**src/rtl/audio_decimator.sv**
```systemverilog
// audio_decimator: block-averages DECIM signed 8-bit samples using a rounded
// reciprocal multiply, then saturates to signed 8 bits. Emits a one-cycle
// `ready` strobe per block and flags outputs spaced closer than MIN_GAP cycles.
module audio_decimator #(
    parameter int unsigned DECIM   = 12,
    parameter int unsigned RECIP   = 5461,
    parameter int unsigned MIN_GAP = 4001
) (
    input  logic              clk,
    input  logic              reset,
    input  logic              in_ready,
    input  logic signed [7:0] in_sample,
    output logic signed [7:0] x,
    output logic              ready,
    output logic              overrun
);

    localparam logic [7:0]         LastCnt = 8'(DECIM - 1);
    localparam logic [12:0]        GapMax  = 13'(MIN_GAP);
    // Zero-extended so the reciprocal always acts as a positive multiplier.
    localparam logic signed [31:0] RecipS  = 32'(RECIP);

    logic signed [15:0] acc;
    logic signed [15:0] sum;
    logic [7:0]         cnt;
    logic               s1_valid;
    logic               s2_valid;
    logic signed [31:0] prod;
    logic [12:0]        gap;

    logic signed [15:0] samp_ext;
    logic signed [31:0] rnd;
    logic signed [15:0] r;
    logic signed [7:0]  x_d;

    // Sign extension of the input and stage-2 round/saturate.
    always_comb begin
        samp_ext = $signed({{8{in_sample[7]}}, in_sample});
        rnd      = prod + 32'sd32768;
        r        = 16'(rnd >>> 16);
        if (r > 16'sd127) begin
            x_d = 8'sd127;
        end else if (r < -16'sd128) begin
            x_d = -8'sd128;
        end else begin
            x_d = r[7:0];
        end
    end

    // Accumulate samples; the block's last sample hands the sum to stage 1.
    always_ff @(posedge clk or negedge reset) begin
        if (!reset) begin
            acc      <= '0;
            cnt      <= '0;
            sum      <= '0;
            s1_valid <= 1'b0;
        end else begin
            s1_valid <= in_ready && (cnt == LastCnt);
            if (in_ready) begin
                if (cnt == LastCnt) begin
                    sum <= acc + samp_ext;
                    acc <= '0;
                    cnt <= '0;
                end else begin
                    acc <= acc + samp_ext;
                    cnt <= cnt + 8'd1;
                end
            end
        end
    end

    // Stage 1: reciprocal multiply.
    always_ff @(posedge clk or negedge reset) begin
        if (!reset) begin
            prod     <= '0;
            s2_valid <= 1'b0;
        end else begin
            s2_valid <= s1_valid;
            if (s1_valid) begin
                prod <= 32'(sum) * RecipS;
            end
        end
    end

    // Stage 2: register the saturated result and raise the output strobe.
    always_ff @(posedge clk or negedge reset) begin
        if (!reset) begin
            x     <= '0;
            ready <= 1'b0;
        end else begin
            ready <= s2_valid;
            if (s2_valid) begin
                x <= x_d;
            end
        end
    end

    // Spacing monitor: gap counts edges since the last strobe, saturating.
    always_ff @(posedge clk or negedge reset) begin
        if (!reset) begin
            gap     <= GapMax;
            overrun <= 1'b0;
        end else if (s2_valid) begin
            gap <= 13'd1;
            if (gap < GapMax) begin
                overrun <= 1'b1;
            end
        end else if (gap < GapMax) begin
            gap <= gap + 13'd1;
        end
    end

endmodule

```
**config.mk**
```make
export PLATFORM = sky130hd
export DESIGN_NAME = audio_decimator
export DESIGN_NICKNAME = d
export VERILOG_FILES = /design/src/rtl/audio_decimator.sv
export SDC_FILE = /design/constraint.sdc
export NUM_CORES = 1
export LEC_CHECK = 0
export CAP_MARGIN = 20
export CORE_ASPECT_RATIO = 1.4
export CORE_MARGIN = 2
export CORE_UTILIZATION = 45
export DETAILED_ROUTE_END_ITERATION = 12
export GPL_ROUTABILITY_DRIVEN = 0
export PLACE_DENSITY = 0.62
export SLEW_MARGIN = 20
export SYNTH_ARGS = -nofsm -noshare
export SYNTH_HDL_FRONTEND = slang
export SYNTH_SLANG_ARGS = --single-unit
```
**constraint.sdc**
```tcl
create_clock -name clk -period 9.66 [get_ports clk]
set_input_delay 0.966 -clock clk [delete_from_list [all_inputs] [get_ports clk]]
set_output_delay 0.966 -clock clk [all_outputs]
set_load 0.1 [all_outputs]
```
==> impl_metrics.json <==
{
  "crit_type": "register to register",
  "grt_overflow": 0,
  "min_period_ns": 5.68,
  "finalHoldViolations": 0,
  "antenna_found_initial": 0,
  "antenna_cells": 0,
  "holdPathStages": 1,
  "clock_skew_ns": 0.00996,
  "clk_latency_ns": 0.35,
  "reg2reg_slack_ns": 3.98,
  "dieHeight_um": 163,
  "slew_violations": 0,
  "tightest_slew_ns": 0.961,
  "final_nets": 1064,
  "port-buffer-count": 20,
  "grt_pass1_wl_um": 27300,
  "grtUsageTotal_pct": 17.7,
  "cp_max_fo": 6,
  "place_hpwl_um": 13000,
  "worstReg2RegEnd": "prod[30]",
  "fin_setup_tns_ns": 0,
  "synthCells": 830,
  "synth_edf_count": 0,
  "first_iter_violations": 214,
  "synth_ff_type": "dfrtp_1",
  "fin_crit_sh_pct": 58.8,
  "clockRootBuffer": "clkbuf_16",
  "worstPathArrival_ns": 5.92,
  "cp_cell_sequence": "ha_1 -> ha_1 -> fa_1 -> fa_1 -> fa_1 -> inv_1 -> fa_1 -> inv_1 -> ha_1 -> a21o_1 -> o21bai_1 -> a221o_1 -> o21ai_2 -> a211oi_1 -> o31a_1 -> o21a_1 -> o311ai_1",
  "cts_sinks": 80,
  "path_buf_inv": 2,
  "cts_resized": 0,
  "vias": 5490,
  "layout-drive-gt1-share_pct": 5.02,
  "cpPeakStageDelay_ns": 0.54,
  "final_common_cell": "inv_1",
  "wl_per_cell_um": 14.2,
  "syn_to_final_growth_pct": 9.94,
  "avgViaCountPerCell": 5.01,
  "rsz0062_at_grt": "no",
  "maxCapViolations": 0,
  "hp-class": "register to register",
  "cp_slowest_cell": "dfrtp_1",
  "setup_viol": 0,
  "fmax_mhz": 176,
  "critPathTopFamily": "adder cells",
  "hp-start": "overrun",
  "ioPinCount": 21,
  "clk_pin_slew_worst_paths_ns": 0.06,
  "rows": 58,
  "end_kind": "register",
  "final_cell_mix": "169 x inv_1, 121 x ha_1, 81 x fa_1",
  "grt_max_degree": 54,
  "cts_buffers": 9,
  "required_ns": 9.90,
  "htreeDepth": 3,
  "ys_ff_latch": 80,
  "drc": 0,
  "synth-async-reset-ratio_pct": 100,
  "cts_setup_buffers": 0,
  "r2r-start": "sum[8]",
  "core_mm2": 0.0178,
  "slew_headroom_pct": 35.7,
  "start_util_pct": 45.6,
  "yosysWarnings": 0,
  "die_x_um": 117,
  "outcome": "complete, no violations",
  "synth_seq_area_share_pct": 24.8,
  "die_area_mm2": 0.0191,
  "cp-start-kind": "register",
  "drt_pass1_iterations": 4,
  "min_to": "overrun",
  "cts_tree": "built",
  "syn_nets": 1043,
  "cp_common_cell": "fa_1",
  "cts_buffer_depth": 2,
  "synth_area_mm2": 0.00811,
  "avgSynthCellArea_um2": 9.77,
  "hold_buffers": 0,
  "route.antenna.remaining_nets": 0,
  "totalWireLength_um": 15600,
  "grt_pass1_vias": 5864,
  "r2r_cells": 17,
  "synth_cell_types": 54
}
[per-layer routing]
| layer | global-route usage, % | wire, um | share of wire (%) | vias up |
|---|---|---|---|---|
| li1 | - | - | - | 2791 |
| met1 | 19.6 | 6540 | 42 | 2627 |
| met2 | 34.1 | 8400 | 54 | 47 |
| met3 | 2.24 | 262 | 1.7 | 25 |
| met4 | 7.39 | 398 | 2.6 | 0 |
| met5 | 0 | 0 | 0 | - |
[synthesized netlist by cell type, types with 5 or more instances]
cell,instances,share of area (%)
o22ai_1,16,1.2
dfstp_2,7,2.3
nand3_1,19,1.2
dfrtp_1,73,23
ha_1,121,19
inv_1,169,7.8
clkbuf_1,12,0.56
fa_1,81,20
a21o_1,12,1.1
o21bai_1,6,0.56
a21oi_1,25,1.5
a211oi_1,5,0.46
nand2_1,60,2.8
nor2_1,32,1.5
nand2b_1,5,0.39
o21a_1,5,0.46
o21ai_0,46,2.8
a31oi_1,5,0.39
xnor2_1,24,2.6
nor2b_1,6,0.46
nor3_1,11,0.68
mux2_2,8,1.1
xor2_1,24,2.6
and3_1,5,0.39
[metrics by stage]
stage	utilization (%)	std cells	hold WS (ns)	cell area, um2	worst slack (ns)
3_3_place_gp	48.2	1080	0.438	8580	4.05
2_1_floorplan	-	830	0.385	8110	4.39
6_report	50.1	1096	0.456	8910	3.98
4_1_cts	50.1	1096	0.461	8910	3.94
3_5_place_dp	48.3	1080	0.448	8580	3.97
5_1_grt	50.1	1096	0.484	8910	3.58
[worst reg2reg max path: stages, from the launching register on]
cell and delay (ns):
dfrtp_1 0.54, ha_1 0.33, ha_1 0.32, fa_1 0.52, fa_1 0.52, fa_1 0.54, inv_1 0.05, fa_1 0.49
inv_1 0.04, ha_1 0.35, a21o_1 0.23, o21bai_1 0.18, a221o_1 0.32, o21ai_2 0.23, a211oi_1 0.13, o31a_1 0.32
o21a_1 0.19, o311ai_1 0.27
[worst max-delay path by stage]
stage / from / end / cells after the start
final: sum[8] / prod[30] / 17
after global routing: sum[15] / prod[30] / 18
after CTS: sum[15] / prod[30] / 18
after detailed placement: sum[15] / prod[30] / 18
after global placement: sum[15] / prod[30] / 18
after floorplan: sum[15] / prod[30] / 18
[final cells by class]
cell class / instances / area [um2]
inverter: 169 / 634
multi-input combinational: 569 / 5420
tap: 240 / 300
sequential: 80 / 2010
clock buffer: 12 / 256
timing repair buffer: 22 / 213
fill: 1645 / 8860
clock inverter: 4 / 76.3
[cell families after synthesis]
kind of cell / count (synthesis) / share of synthesized area [%]
fa+ha+maj: 202 / 38.7
xor+xnor: 48 / 5.18
compound gates: 146 / 11.8
buf+inv: 181 / 8.38
simple gates: 162 / 9.74
mux: 11 / 1.48
flops: 80 / 24.8
[state kept, by name, indices dropped and copies added (netlist names)]
name and count:
acc 16, cnt 8, gap 13, overrun 1, prod 15, ready 1, s1_valid 1, s2_valid 1
sum 16, x 8
Power is not shown: default switching activity piles up to over one toggle a cycle in this logic, so the estimate is an artifact.
